## src/rtl/simd_fir_reduce_pkg.sv

```systemverilog
// simd_fir_pkg: shared widths and saturation bounds for the SIMD FIR reduction path
package simd_fir_pkg;
  localparam int LANES = 16;
  localparam int LANE_W = 16;
  localparam int ACC_W = 32;
  localparam int VEC_W = 256;
  localparam int SAT_MAX = 32767;
  localparam int SAT_MIN = -32768;
endpackage

```

## src/rtl/simd_fir_reduce_if.sv

```systemverilog
// simd_fir_reduce_if: vector beat input and finished-sample output handshakes
interface simd_fir_reduce_if;
  import simd_fir_pkg::*;
  logic in_valid;
  logic in_ready;
  logic [VEC_W-1:0] in_data;
  logic in_last;
  logic [4:0] cfg_shift;
  logic out_valid;
  logic out_ready;
  logic [15:0] out_data;
  logic out_sat;
  modport master(
    output in_valid, in_data, in_last, cfg_shift, out_ready,
    input in_ready, out_valid, out_data, out_sat
  );
  modport slave(
    input in_valid, in_data, in_last, cfg_shift, out_ready,
    output in_ready, out_valid, out_data, out_sat
  );
endinterface

```

## src/rtl/simd_fir_reduce_lane_tree4.sv

```systemverilog
// simd_lane_tree4: signed sum of four adjacent lanes, widened by two bits so it cannot overflow
module simd_lane_tree4
  import simd_fir_pkg::*;
(
  input  logic [4*LANE_W-1:0] lanes,
  output logic signed [LANE_W+1:0] sum
);
  assign sum = (LANE_W+2)'($signed(lanes[0*LANE_W +: LANE_W]))
             + (LANE_W+2)'($signed(lanes[1*LANE_W +: LANE_W]))
             + (LANE_W+2)'($signed(lanes[2*LANE_W +: LANE_W]))
             + (LANE_W+2)'($signed(lanes[3*LANE_W +: LANE_W]));
endmodule

```

## src/rtl/simd_fir_reduce.sv

```systemverilog
// simd_fir_reduce: three-stage lane reduction, accumulate across beats, round, shift and saturate
module simd_fir_reduce #(
  parameter int LANES = simd_fir_pkg::LANES,
  parameter int LANE_W = simd_fir_pkg::LANE_W,
  parameter int ACC_W = simd_fir_pkg::ACC_W
) (
  input logic clk,
  input logic rst,
  simd_fir_reduce_if.slave bus
);
  import simd_fir_pkg::*;
  localparam int P_W = LANE_W + 2;
  localparam int S_W = LANE_W + 4;
  localparam int T = LANES / 4;
  logic signed [P_W-1:0] p [T];
  logic signed [P_W-1:0] s1_p [T];
  logic s1_v, s1_last, s2_v, s2_last, stall, sat_hi, sat_lo;
  logic signed [S_W-1:0] p_sum, s2_sum;
  logic signed [ACC_W-1:0] acc, t;
  logic signed [ACC_W:0] rnd, r;
  logic [15:0] sat;
  assign stall = bus.out_valid & ~bus.out_ready;
  assign bus.in_ready = ~stall;
  for (genvar g = 0; g < T; g++) begin : g_tree
    simd_lane_tree4 u_tree (
      .lanes(bus.in_data[g*4*LANE_W +: 4*LANE_W]),
      .sum(p[g])
    );
  end
  // combine the registered partials into one beat sum
  always_comb begin
    p_sum = '0;
    for (int i = 0; i < T; i++) p_sum = p_sum + S_W'(s1_p[i]);
  end
  // final-sum rounding toward +inf at the half point, then arithmetic shift and clip
  always_comb begin
    t = acc + ACC_W'(s2_sum);
    rnd = (bus.cfg_shift != 5'd0) ? (ACC_W+1)'(1) << (bus.cfg_shift - 5'd1) : '0;
    r = ((ACC_W+1)'(t) + rnd) >>> bus.cfg_shift;
    sat_hi = r > (ACC_W+1)'(SAT_MAX);
    sat_lo = r < (ACC_W+1)'(SAT_MIN);
    sat = sat_hi ? 16'h7fff : sat_lo ? 16'h8000 : r[15:0];
  end
  // whole pipeline freezes while a finished sample waits for the consumer
  always_ff @(posedge clk) begin
    if (rst) begin
      s1_v <= 1'b0;
      s1_last <= 1'b0;
      s2_v <= 1'b0;
      s2_last <= 1'b0;
      acc <= '0;
      bus.out_valid <= 1'b0;
      bus.out_data <= '0;
      bus.out_sat <= 1'b0;
    end else if (!stall) begin
      s1_p <= p;
      s1_v <= bus.in_valid;
      s1_last <= bus.in_valid & bus.in_last;
      s2_sum <= p_sum;
      s2_v <= s1_v;
      s2_last <= s1_last;
      bus.out_valid <= s2_v & s2_last;
      if (s2_v) acc <= s2_last ? '0 : t;
      if (s2_v & s2_last) begin
        bus.out_data <= sat;
        bus.out_sat <= sat_hi | sat_lo;
      end
    end
  end
endmodule

```

## src/flat_wrapper.sv

```systemverilog
// flat-port wrapper written by rule: the top's interface ports become plain ports
module simd_fir_reduce_flat import simd_fir_pkg::*;
#(
  parameter int LANES = simd_fir_pkg::LANES,
  parameter int LANE_W = simd_fir_pkg::LANE_W,
  parameter int ACC_W = simd_fir_pkg::ACC_W
)
  (clk, rst, bus_in_valid, bus_in_data, bus_in_last, bus_cfg_shift, bus_out_ready, bus_in_ready, bus_out_valid, bus_out_data, bus_out_sat);
  simd_fir_reduce_if bus_i ();
  input logic clk;
  input logic rst;
  input wire logic [$bits(bus_i.in_valid)-1:0] bus_in_valid;
  input wire logic [$bits(bus_i.in_data)-1:0] bus_in_data;
  input wire logic [$bits(bus_i.in_last)-1:0] bus_in_last;
  input wire logic [$bits(bus_i.cfg_shift)-1:0] bus_cfg_shift;
  input wire logic [$bits(bus_i.out_ready)-1:0] bus_out_ready;
  output wire logic [$bits(bus_i.in_ready)-1:0] bus_in_ready;
  output wire logic [$bits(bus_i.out_valid)-1:0] bus_out_valid;
  output wire logic [$bits(bus_i.out_data)-1:0] bus_out_data;
  output wire logic [$bits(bus_i.out_sat)-1:0] bus_out_sat;
  assign bus_i.in_valid = bus_in_valid;
  assign bus_i.in_data = bus_in_data;
  assign bus_i.in_last = bus_in_last;
  assign bus_i.cfg_shift = bus_cfg_shift;
  assign bus_i.out_ready = bus_out_ready;
  assign bus_in_ready = bus_i.in_ready;
  assign bus_out_valid = bus_i.out_valid;
  assign bus_out_data = bus_i.out_data;
  assign bus_out_sat = bus_i.out_sat;
  simd_fir_reduce #(.LANES(LANES), .LANE_W(LANE_W), .ACC_W(ACC_W)) u_core (.clk(clk), .rst(rst), .bus(bus_i));
endmodule
```

## config.mk

```make
export PLATFORM = sky130hd
export DESIGN_NAME = simd_fir_reduce_flat
export DESIGN_NICKNAME = d
export VERILOG_FILES = /design/src/rtl/simd_fir_reduce_pkg.sv /design/src/rtl/simd_fir_reduce_if.sv /design/src/rtl/simd_fir_reduce_lane_tree4.sv /design/src/rtl/simd_fir_reduce.sv /design/src/flat_wrapper.sv
export SDC_FILE = /design/constraint.sdc
export NUM_CORES = 1
export LEC_CHECK = 0
export CORE_MARGIN = 3
export CORE_UTILIZATION = 40
export CTS_CLUSTER_SIZE = 14
export DETAILED_ROUTE_END_ITERATION = 16
export GPL_TIMING_DRIVEN = 0
export SKIP_CTS_REPAIR_TIMING = 1
export SLEW_MARGIN = 20
export SYNTH_ARGS = -nofsm -noshare
export SYNTH_HDL_FRONTEND = slang
export SYNTH_HIERARCHICAL = 1
export SYNTH_SLANG_ARGS = --single-unit
```

## constraint.sdc

```tcl
create_clock -name clk -period 8.45 [get_ports clk]
set_input_delay 0.845 -clock clk [delete_from_list [all_inputs] [get_ports clk]]
set_output_delay 0.845 -clock clk [all_outputs]
set_load 0.01 [all_outputs]
```

==> impl_metrics.tcl <==
set metrics [dict create \
    synth-main-ff-cell "edfxtp_1" \
    grtUsageTotal_pct 22.8 \
    worst_slack_ns 0.434 \
    worstMarginPinSlew_ns 0.958 \
    grt_overflow 0 \
    placed_area_um2 23000 \
    antenna_found_initial 0 \
    areaGrowthSynthToFinish_pct 21.9 \
    yosysTopAreaCell "fa_1" \
    fp.coreArea_um2 47100 \
    syn_area_per_cell_um2 8.61 \
    synth_cell_types 102 \
    cts.sinks 146 \
    dpl.hpwl_um 49200 \
    arrival_ns 8.35 \
    syn_inst 2242 \
    path_clk_slew_ns 0.07 \
    dp_slack_ns 0.439 \
    reg2reg_from "u_core/s2_sum[0]$_DFFE_PP_" \
    crit_path_frequent_cell "a21oi_1" \
    dr.first_iter.drc_count 816 \
    grt_pass1_vias 17700 \
    drv_slew 0 \
    drive_above_1_share_pct 4.65 \
    maxCapViolations 0 \
    die_x_um 226 \
    via_count 17200 \
    cpPeakStageDelay_ns 0.87 \
    port_buffers 282 \
    rsz0062_at_grt "false" \
    async_flop_share_pct 0 \
    drt-total-wl_um 57900 \
    finalCritPeriodShare_pct 94.9 \
    period_needed_ns 8.02 \
    startpoint_type "flop" \
    worstSkewPairLatency_ns 0.43 \
    path_class "flop to flop" \
    cp_slowest_cell "a2111oi_0" \
    hold_class "flop to flop" \
    numCtsBuffers 17 \
    initial_core_util_pct 41.0 \
    grt_max_degree 31 \
    synthesis.nets 2829 \
    setup_viol 0 \
    hold_violations 0 \
    max_freq_mhz 125 \
    worstHoldStart "u_core/s1_last$_SDFFE_PP0N_" \
    post-route-drc-count 0 \
    crit_start "u_core/s2_sum[0]$_DFFE_PP_" \
    crit_fanout 10 \
    clk_path_buf_depth 2 \
    boundaryPins 285 \
    synth_commonest_cells "inv_1, nor2_1, fa_1" \
    nFillCells 4514 \
    cts-root-buf "clkbuf_16" \
    htree_levels 4 \
    die_h_um 226 \
    wl_per_cell_um 18.3 \
    outcome "complete, no violations" \
    viasPerCell 5.43 \
    power_density_nw_per_um2 355 \
    fin_tns_setup_ns 0 \
    ys_top_cells_by_area "fa_1, edfxtp_1, ha_1, inv_1, dfxtp_1" \
    fin_skew_ns 0.0227 \
    ir_worst_vdd_mv 0.282 \
    netlist.area_leader.share_pct 17.7 \
    yosysMostFrequentCell "inv_1" \
    leakage_uw 0.0105 \
    cts_tree "done" \
    antenna_cells 0 \
    ant_nets 0 \
    fin_util_pct 50.0 \
    slew_headroom_pct 34.5 \
    synth_area_um2 19300 \
    row_count 79 \
    place.gp.congestion 0.926 \
    dr.pass1.iters 5 \
    hold-worst-slack_ns 0.454 \
    crit_path_end_kind "flop" \
    synth_edf_count 92 \
    die_area_um2 50900 \
    nets 3133 \
    final_cell_area_um2 23500 \
    ys_warn_count 6 \
    grt_first_pass_wirelength_um 91900 \
    synth-seq-cells 146 \
    ys_seq_area_share_pct 19.9 \
    required_ns 8.78 \
]
==> critical path, delay by kind of cell (launching register included) <==
| kind | cells | cell delay (ns) |
|---|---|---|
| AOI/OAI and AO/OA | 16 | 4.70 |
| xor gates and xnor gates | 1 | 0.17 |
| adders and majority gates | 3 | 0.99 |
| buffers and inverters | 1 | 0.22 |
| DFF | 1 | 0.37 |
| muxes | 1 | 0.40 |
| and+or+nand+nor | 5 | 1.06 |
==> metal layers <==
layer | routed length, um | part of all wire (%) | GRT usage [%]
met2 | 28800 | 50 | 40.8
met5 | 0 | 0 | 0
met4 | 2620 | 4.5 | 9.86
met3 | 2230 | 3.8 | 3.34
met1 | 24200 | 42 | 27.3
==> cells by family after synthesis <==
family          synth area share [%]
mux                             2.64
xor+xnor                        5.59
fa+ha+maj                       27.5
simple gates                    12.8
flops                           19.9
buf+inv                         9.41
other cells                   0.0194
compound gates                  22.2
==> final cells by class <==
type,count,area [um2],area share [%]
buffer,78,348,1.48
sequential,146,3840,16.3
multi-input combinational,1627,13700,58.1
clock buffer,19,433,1.84
clock inverter,12,110,0.468
tap,607,759,3.23
timing repair buffer,285,2900,12.3
inverter,391,1470,6.24
==> stage by stage <==
step / power, uW / cells
after floorplan: 6070 / 2242
after global placement: 7480 / 3131
after detailed placement: 7590 / 3134
after CTS: 8370 / 3165
after global routing: 9200 / 3165
final: 8340 / 3165
==> placed cells by master, fill, tap and decap left out, drive strengths merged, types with 33 or more instances in the layout <==
cell type,Yosys,layout
a211oi,42,42
a21o,61,61
a21oi,148,148
clkbuf,52,71
clkdlybuf4s50,0,282
dfxtp,54,54
edfxtp,92,92
fa,171,171
ha,150,150
inv,389,391
nand2,126,126
nand3,42,42
nor2,198,198
nor3,33,33
o21ai,115,115
xnor2,74,74
xor2,44,44
==> worst paths after layout <==
| kind | cells past startpoint | to | slack (ns) |
|---|---|---|---|
| max | 27 | u_core/bus.out_data[4]$_SDFFE_PP0P_ | 0.43 |
| min | 2 | u_core/s1_last$_SDFFE_PP0N_ | 0.45 |
| max reg2reg | 27 | u_core/bus.out_data[4]$_SDFFE_PP0P_ | 0.43 |
| min reg2reg | 2 | u_core/s1_last$_SDFFE_PP0N_ | 0.45 |
==> power breakdown <==
group	total [uW]	internal (uW)	leakage [uW]	switching [uW]
logic	6170	2660	0.00897	3520
registers	1460	1290	0.00134	168
clock network	713	403	0.000242	310
==> sequential cells by signal, summed over array words and instances, names as in the netlist <==
signal,cells
u_core/s1_p,72
u_core/acc,32
u_core/s2_sum,20
u_core/bus.out_data,16
u_core/bus.out_sat,1
u_core/bus.out_valid,1
u_core/s1_last,1
u_core/s1_v,1
u_core/s2_last,1
u_core/s2_v,1
Note: power is estimated with default switching activity, not from simulation.
